===== config.mk =====
export PLATFORM = sky130hd
export DESIGN_NAME = binary_bram_streamer
export DESIGN_NICKNAME = d
export VERILOG_FILES = /design/src/rtl/pattern_pkg.sv /design/src/rtl/stream_skid_fifo.sv /design/src/rtl/binary_bram_streamer.sv
export SDC_FILE = /design/constraint.sdc
export NUM_CORES = 1
export LEC_CHECK = 0
export BUFFER_PORTS_ARGS = -buffer_cell sky130_fd_sc_hd__buf_2
export CELL_PAD_IN_SITES_DETAIL_PLACEMENT = 0
export CELL_PAD_IN_SITES_GLOBAL_PLACEMENT = 1
export CORE_MARGIN = 5
export CORE_UTILIZATION = 44
export DETAILED_ROUTE_END_ITERATION = 10
export GPL_TIMING_DRIVEN = 0
export PLACE_DENSITY_LB_ADDON = 0.1
export SYNTH_ARGS = -nofsm -noshare
export SYNTH_HDL_FRONTEND = slang
export SYNTH_SLANG_ARGS = --single-unit

===== constraint.sdc =====
create_clock -name clk -period 8.9 [get_ports clk]
set_input_delay 2.67 -clock clk [delete_from_list [all_inputs] [get_ports clk]]
set_output_delay 2.67 -clock clk [all_outputs]
set_load 0.01 [all_outputs]

===== src/rtl/pattern_pkg.sv =====
// pattern_pkg - shared definitions for the binary capture / streaming path.
//
// Contents:
//   streamer_state_t  - FSM states of the BRAM streamer (IDLE, STREAM, DRAIN)
//   PIX_BG            - output value for a stored 0 bit
//   PIX_FG_DEFAULT    - default foreground value (all ones), sliced to W bits
//   calc_addr_width() - BRAM address width for an IMG_WIDTH x IMG_HEIGHT frame,
//                       shared with the capture BRAM so both sides agree
package pattern_pkg;

   typedef enum logic [1:0] {
      IDLE   = 2'd0,
      STREAM = 2'd1,
      DRAIN  = 2'd2
   } streamer_state_t;

   localparam int          PIX_BG         = 0;
   localparam logic [31:0] PIX_FG_DEFAULT = 32'hFFFF_FFFF;

   // One address per pixel; never narrower than 1 bit.
   function automatic int calc_addr_width(input int img_w, input int img_h);
      int n;
      n = img_w * img_h;
      return (n > 1) ? $clog2(n) : 1;
   endfunction

endpackage


===== src/rtl/stream_skid_fifo.sv =====
// stream_skid_fifo - 2-entry registered FIFO with a registered head.
//
// Ports:
//   clk, rst   - clock, synchronous active-high reset
//   flush      - empties the FIFO (takes priority over push/pop)
//   push       - write push_data (ignored when full without a same-cycle pop)
//   push_data  - DW-bit entry
//   pop        - consume head (ignored when empty)
//   count      - number of held entries, 0..2
//   head       - oldest entry, straight from a register
module stream_skid_fifo #(
   parameter int DW = 8
) (
   input  logic          clk,
   input  logic          rst,
   input  logic          flush,
   input  logic          push,
   input  logic [DW-1:0] push_data,
   input  logic          pop,
   output logic [1:0]    count,
   output logic [DW-1:0] head
);

   logic [DW-1:0] e0_q, e0_d;
   logic [DW-1:0] e1_q, e1_d;
   logic [1:0]    count_q, count_d;
   logic          pop_ok, push_ok;

   always_comb begin
      e0_d    = e0_q;
      e1_d    = e1_q;
      count_d = count_q;
      pop_ok  = pop && (count_q != 2'd0);
      push_ok = push && ((count_q != 2'd2) || pop_ok);

      if (flush) begin
         count_d = 2'd0;
         e0_d    = '0;
         e1_d    = '0;
      end else begin
         case ({push_ok, pop_ok})
            2'b10: begin
               if (count_q == 2'd0) e0_d = push_data;
               else                 e1_d = push_data;
               count_d = count_q + 2'd1;
            end
            2'b01: begin
               e0_d    = e1_q;
               count_d = count_q - 2'd1;
            end
            2'b11: begin
               // Simultaneous push/pop: occupancy unchanged, the queue shifts.
               if (count_q == 2'd1) begin
                  e0_d = push_data;
               end else begin
                  e0_d = e1_q;
                  e1_d = push_data;
               end
            end
            default: ;
         endcase
      end
   end

   always_ff @(posedge clk) begin
      if (rst) begin
         e0_q    <= '0;
         e1_q    <= '0;
         count_q <= 2'd0;
      end else begin
         e0_q    <= e0_d;
         e1_q    <= e1_d;
         count_q <= count_d;
      end
   end

   assign count = count_q;
   assign head  = e0_q;

endmodule


===== src/rtl/binary_bram_streamer.sv =====
// binary_bram_streamer - scans a captured 1-bit frame out of BRAM in raster
// order and re-emits it as a W-bit valid/ready pixel stream (0 or FG_VALUE).
//
// Ports:
//   clk, rst        - clock, synchronous active-high reset
//   start           - request one frame (honoured only in IDLE with valid_to_read)
//   valid_to_read   - BRAM holds a complete frame; falling while busy aborts
//   bram_read_addr  - BRAM read address (data returns one cycle later)
//   bram_read_data  - 1-bit BRAM read data
//   y_valid/y_ready/y_data - output pixel stream
//   y_sof, y_eol    - frame/line markers (only with STREAM_FRAME_MARKERS_EN)
//   busy            - frame in progress
//   done            - pulse after the last pixel handshake
//   aborted         - pulse when valid_to_read drops mid-frame
//
// Optional feature macro: STREAM_FRAME_MARKERS_EN (adds y_sof / y_eol).
module binary_bram_streamer
   import pattern_pkg::*;
#(
   parameter int            IMG_WIDTH  = 640,
   parameter int            IMG_HEIGHT = 480,
   parameter int            W          = 8,
   parameter int            ADDR_WIDTH = calc_addr_width(IMG_WIDTH, IMG_HEIGHT),
   parameter logic [W-1:0]  FG_VALUE   = PIX_FG_DEFAULT[W-1:0]
) (
   input  logic                  clk,
   input  logic                  rst,
   input  logic                  start,
   input  logic                  valid_to_read,
   output logic [ADDR_WIDTH-1:0] bram_read_addr,
   input  logic                  bram_read_data,
   output logic                  y_valid,
   input  logic                  y_ready,
   output logic [W-1:0]          y_data,
`ifdef STREAM_FRAME_MARKERS_EN
   output logic                  y_sof,
   output logic                  y_eol,
`endif
   output logic                  busy,
   output logic                  done,
   output logic                  aborted
);

   localparam int N_PIX = IMG_WIDTH * IMG_HEIGHT;
   // One extra bit so the counter can hold N itself even when N is a power of 2.
   localparam int CW = ADDR_WIDTH + 1;
   localparam logic [CW-1:0] N_LAST = CW'(N_PIX);
`ifdef STREAM_FRAME_MARKERS_EN
   localparam int DW = W + 2;
`else
   localparam int DW = W;
`endif

   streamer_state_t state_q, state_d;
   logic [CW-1:0]   issue_cnt_q, issue_cnt_d;
   logic            inflight_q, inflight_d;
   logic            done_q, done_d;
   logic            aborted_q, aborted_d;

   logic            pop, issue, flush, abort_evt, last_hs;
   logic [2:0]      occ;
   logic [1:0]      fifo_count;
   logic [DW-1:0]   fifo_din, fifo_head;
   logic [W-1:0]    pix;

   assign y_valid = (fifo_count != 2'd0);
   assign pop     = y_valid && y_ready;
   // Occupancy the buffer will have next cycle before any new read returns.
   assign occ     = {1'b0, fifo_count} + {2'b00, inflight_q} - {2'b00, pop};
   assign pix     = bram_read_data ? FG_VALUE : W'(PIX_BG);

   always_comb begin
      state_d     = state_q;
      issue_cnt_d = issue_cnt_q;
      inflight_d  = 1'b0;
      done_d      = 1'b0;
      aborted_d   = 1'b0;
      issue       = 1'b0;
      flush       = 1'b0;
      abort_evt   = (state_q != IDLE) && !valid_to_read;
      last_hs     = (state_q == DRAIN) && pop && (fifo_count == 2'd1) && !inflight_q;

      case (state_q)
         IDLE: begin
            issue_cnt_d = '0;
            if (start && valid_to_read) state_d = STREAM;
         end
         STREAM: begin
            if ((issue_cnt_q < N_LAST) && (occ < 3'd2)) begin
               issue       = 1'b1;
               inflight_d  = 1'b1;
               issue_cnt_d = issue_cnt_q + CW'(1);
               if (issue_cnt_d == N_LAST) state_d = DRAIN;
            end
         end
         DRAIN: begin
            if (last_hs) begin
               done_d      = 1'b1;
               issue_cnt_d = '0;
               state_d     = IDLE;
            end
         end
         default: state_d = IDLE;
      endcase

      // A final handshake in the same cycle as the abort completes the frame.
      if (abort_evt && !last_hs) begin
         state_d     = IDLE;
         flush       = 1'b1;
         aborted_d   = 1'b1;
         inflight_d  = 1'b0;
         issue_cnt_d = '0;
      end
   end

   always_ff @(posedge clk) begin
      if (rst) begin
         state_q     <= IDLE;
         issue_cnt_q <= '0;
         inflight_q  <= 1'b0;
         done_q      <= 1'b0;
         aborted_q   <= 1'b0;
      end else begin
         state_q     <= state_d;
         issue_cnt_q <= issue_cnt_d;
         inflight_q  <= inflight_d;
         done_q      <= done_d;
         aborted_q   <= aborted_d;
      end
   end

`ifdef STREAM_FRAME_MARKERS_EN
   localparam logic [ADDR_WIDTH-1:0] COL_LAST = ADDR_WIDTH'(IMG_WIDTH - 1);

   // Marker bits are computed at issue time and travel with the in-flight read.
   logic [ADDR_WIDTH-1:0] col_q, col_d;
   logic                  sof_q, sof_d;
   logic                  eol_q, eol_d;

   always_comb begin
      col_d = col_q;
      sof_d = sof_q;
      eol_d = eol_q;
      if (issue) begin
         sof_d = (issue_cnt_q == '0);
         eol_d = (col_q == COL_LAST);
         col_d = (col_q == COL_LAST) ? '0 : col_q + ADDR_WIDTH'(1);
      end
      if (state_q == IDLE) col_d = '0;
   end

   always_ff @(posedge clk) begin
      if (rst) begin
         col_q <= '0;
         sof_q <= 1'b0;
         eol_q <= 1'b0;
      end else begin
         col_q <= col_d;
         sof_q <= sof_d;
         eol_q <= eol_d;
      end
   end

   assign fifo_din = {eol_q, sof_q, pix};
   assign y_sof    = fifo_head[W];
   assign y_eol    = fifo_head[W+1];
`else
   assign fifo_din = pix;
`endif

   stream_skid_fifo #(
      .DW (DW)
   ) u_fifo (
      .clk       (clk),
      .rst       (rst),
      .flush     (flush),
      .push      (inflight_q && !flush),
      .push_data (fifo_din),
      .pop       (pop),
      .count     (fifo_count),
      .head      (fifo_head)
   );

   assign y_data         = fifo_head[W-1:0];
   assign bram_read_addr = issue_cnt_q[ADDR_WIDTH-1:0];
   assign busy           = (state_q != IDLE);
   assign done           = done_q;
   assign aborted        = aborted_q;

endmodule


==> qor.csv <==
stage,metric,value,unit
floorplanning,Die Footprint,6380,sq um
power_and_ir_drop,switch share,0.335,
clock_network,Hold Buf Count CTS,0,
grt,vias in the first global route,1789,
power_and_ir_drop,Max VDD drop,0.0822,mV
power_and_ir_drop,Tot Pwr,374,uW
floorplanning,width of the die,79.9,um
setup_path,arrival time worst endpoint,5.21,ns
synth,XOR/XNOR Fraction of Synth Area,0.0245,
synth,#FFs+latches synth,29,
synth,Synth Area in Simple Gates,0.267,
timing,Final Hold Fails,0,
finish,proportion of layout cells with a drive suffix above 1,0.273,
setup_path,Max stage delay on crit path,0.39,ns
power_and_ir_drop,Flop pwr share,0.384,
hold_path,Hold Crit Start,u_fifo.e1_q[6]$_SDFFE_PP0P_,
synth,"top cells by area, synth","dfxtp_1 27%, buf_4 9.1%, nor2_1 5.4%, o21ai_0 4.9%, a21oi_1 4.0%",
timing,f_max,198,MHz
power_and_ir_drop,Internal,249,uW
synth,Post-synth top cells,"31 x nor2_1, 29 x dfxtp_1, 26 x buf_4",
timing,final setup fails,0,
clock_network,Post-CTS Setup Bufs,0,
synth,mux cell area share after synthesis,0.0192,
setup_path,"Max stage delay cell, worst path",fa_1,
detailed_routing,DR vias/cell,5.32,
placement,GPL Wtd Cong,0.778,
timing,fin crit share,0.569,
clock_network,root buffer cell,clkbuf_8,
floorplanning,initial core utilization,0.455,
setup_path,CP Class,in2reg,
synth,"count leader, synth",nor2_1,
clock_network,total clock sinks,29,
detailed_routing,WL final,5580,um
timing,fin crit period,5.06,ns
timing,RSZ-0062 raised after global routing,false,
floorplanning,Core Region,4720,sq um
finish,Finished Cell Area,2490,sq um
synth,number of synthesized flops with an enable pin,0,
setup_path,CP Launch Point,y_ready,
synth,YS warnings,0,
setup_path,Critical Path End Type,register,
power_and_ir_drop,Clock power frac,0.277,
detailed_routing,drt first pass iters,4,
finish,"Area growth, synth to finish",16.0,%
run,max cap viols,0,
synth,Mapped Nets,288,
placement,Cells after DPL,378,
synth,main combinational cell family by area after synthesis,simple AND/OR/NAND/NOR gates,
setup_path,CP max FO,10,
grt,initial antenna violation count,0,
run_status,status,finished clean,
synth,Async SR Flop Fraction,0,
floorplanning,io pins,37,
clock_network,CTS tree,yes,
detailed_routing,DRC Markers,0,
detailed_routing,Post-DRT Antenna Nets,0,
finish,n_diodes,0,
synth,post-synth top area share,0.270,
hold_path,Hold Crit Class,reg2reg,
detailed_routing,wire length per cell,14.5,um
grt,wire length of the first global-routing pass,8990,um
clock_network,CTS max path bufs,2,
timing,worst hold slack,0.453,ns
synth,Synth Cell Area,2150,sq um
synth,Post-Synth Adder-Cell Area,0.0443,
setup_path,CP required,9.05,ns
synth,post-synthesis sequential area ratio,0.270,
clock_network,PostCTS Resize Cnt,0,
synth,Synth Area in Compound Gates,0.225,
placement,area post-placement,2410,sq um
floorplanning,die height,79.9,um
clock_network,CTS Buf Count,5,
finish,Final Non-Filler Cells,386,
timing,fin. max-slew vios,0,
setup_path,CP Launch Type,primary input,
setup_path,"CP delay by family, top",compound AO/OA/AOI/OAI gates,
placement,hpwl dp,4050,um
power_and_ir_drop,total leakage power,1.08,nW
timing,Worst slew margin,0.541,
clock_network,clock slew at reported path FFs,0.06,ns
clock_network,htree depth,2,
timing,total negative slack,0,ns
timing,Worst Tran Pin Value,0.685,ns
setup_path,crit-path cells,"buf_2, nand2b_1, inv_1, ha_1, nand2b_1, fa_1, xnor2_1, o2111ai_2, a22oi_1, buf_2, o21ai_0, a32oi_1, nor2_1",
floorplanning,Row Count,25,
power_and_ir_drop,Net Switching,125,uW
synth,dominant cell type by area after synthesis,dfxtp_1,
detailed_routing,DRT iter0 DRCs,153,
power_and_ir_drop,Comb power frac,0.339,
setup_path,R2R Path Start,u_fifo.count[1]$_SDFFE_PP0P_,
grt,gr ovfl total,0,
finish,Final nets,331,
synth,ys flop type,dfxtp_1,
detailed_routing,total vias in the final route,2054,
grt,GRT Total Usage,0.183,
synth,cell count after synthesis,275,
grt,largest net degree at the start of global routing,11,
synth,count of different cell masters after synthesis,53,
placement,Port Buf Inserts,36,
timing,Final Skew,0.00550,ns
power_and_ir_drop,pwr dens,150,nW/um^2
setup_path,Crit path buffers/inverters,3,
synth,Syn Area/Cell,7.81,sq um
clock_network,clk_lat worst skew,0.28,ns
## kinds of logic (layout without fill, tap and decap cells)
| family | count (synthesis) | count (layout) |
|---|---|---|
| xor+xnor | 6 | 6 |
| buf+inv | 52 | 96 |
| compound gates | 71 | 71 |
| simple gates | 106 | 106 |
| mux | 4 | 4 |
| flops | 29 | 29 |
| fa+ha+maj | 7 | 7 |
## tightest hold or removal path, delay by kind of cell (launching register included)
kind | cells | cell delay [ns]
flip-flops | 1 | 0.31
AO/OA/AOI/OAI | 1 | 0.05
buffers and inverters | 1 | 0.04
## power groups by stage
stage / clock network [mW] / logic, mW / registers, mW
3_5_place_dp: 0 / 0.127 / 0.147
3_3_place_gp: 0 / 0.125 / 0.146
6_report: 0.103 / 0.127 / 0.144
5_1_grt: 0.115 / 0.142 / 0.145
2_1_floorplan: 0 / 0.0914 / 0.145
4_1_cts: 0.108 / 0.127 / 0.144
## layout by cell type, fill, tap and decap left out, drive strengths merged, types with 6 or more instances in the layout
cell    count
nor2       31
o21ai      21
a21oi      17
or3         7
nand3       6
buf        74
nand4      11
dfxtp      29
ha          6
inv        10
xnor2       6
clkbuf     12
nand2      18
## path summary, 6_finish.rpt
kind / endpoint / slack (ns) / depth (start not counted)
hold reg to reg: u_fifo.head[6]$_SDFFE_PP0P_ / 0.45 / 2
setup reg to reg: issue_cnt_q[14]$_SDFFE_PP0P_ / 5.47 / 14
hold / removal: u_fifo.head[6]$_SDFFE_PP0P_ / 0.45 / 2
setup / recovery: issue_cnt_q[14]$_SDFFE_PP0P_ / 3.84 / 13
## per-stage QoR
stage / setup slack, ns / util
3_3_place_gp: 3.62 / 0.511
6_report: 3.84 / 0.528
3_5_place_dp: 3.55 / 0.511
5_1_grt: 3.61 / 0.528
4_1_cts: 3.84 / 0.528
2_1_floorplan: 4.01 / -
## registers in the layout, indices dropped and copies added (netlist names)
name          cells
u_fifo.e1_q       1
done              1
state_q           2
aborted           1
u_fifo.head       1
u_fifo.count      2
inflight_q        1
issue_cnt_q      20
## final cells by class
type / instances / area (sq um)
plain buffers: 42 / 284
clock buffers: 8 / 80.1
fillers: 482 / 2230
inverters: 10 / 37.5
multi-input cells: 194 / 1250
flip-flops and latches: 29 / 581
well taps: 67 / 83.8
repair buffers: 36 / 180
## per-layer routing
| metal | track usage | up-vias | share of wire |
|---|---|---|---|
| met5 | 0 | - | 0 |
| met4 | 0.0709 | 0 | 0.012 |
| met3 | 0.0474 | 5 | 0.062 |
| met2 | 0.274 | 60 | 0.43 |
| met1 | 0.248 | 926 | 0.49 |
| li1 | - | 1063 | - |
(Power assumes the default switching activity.)
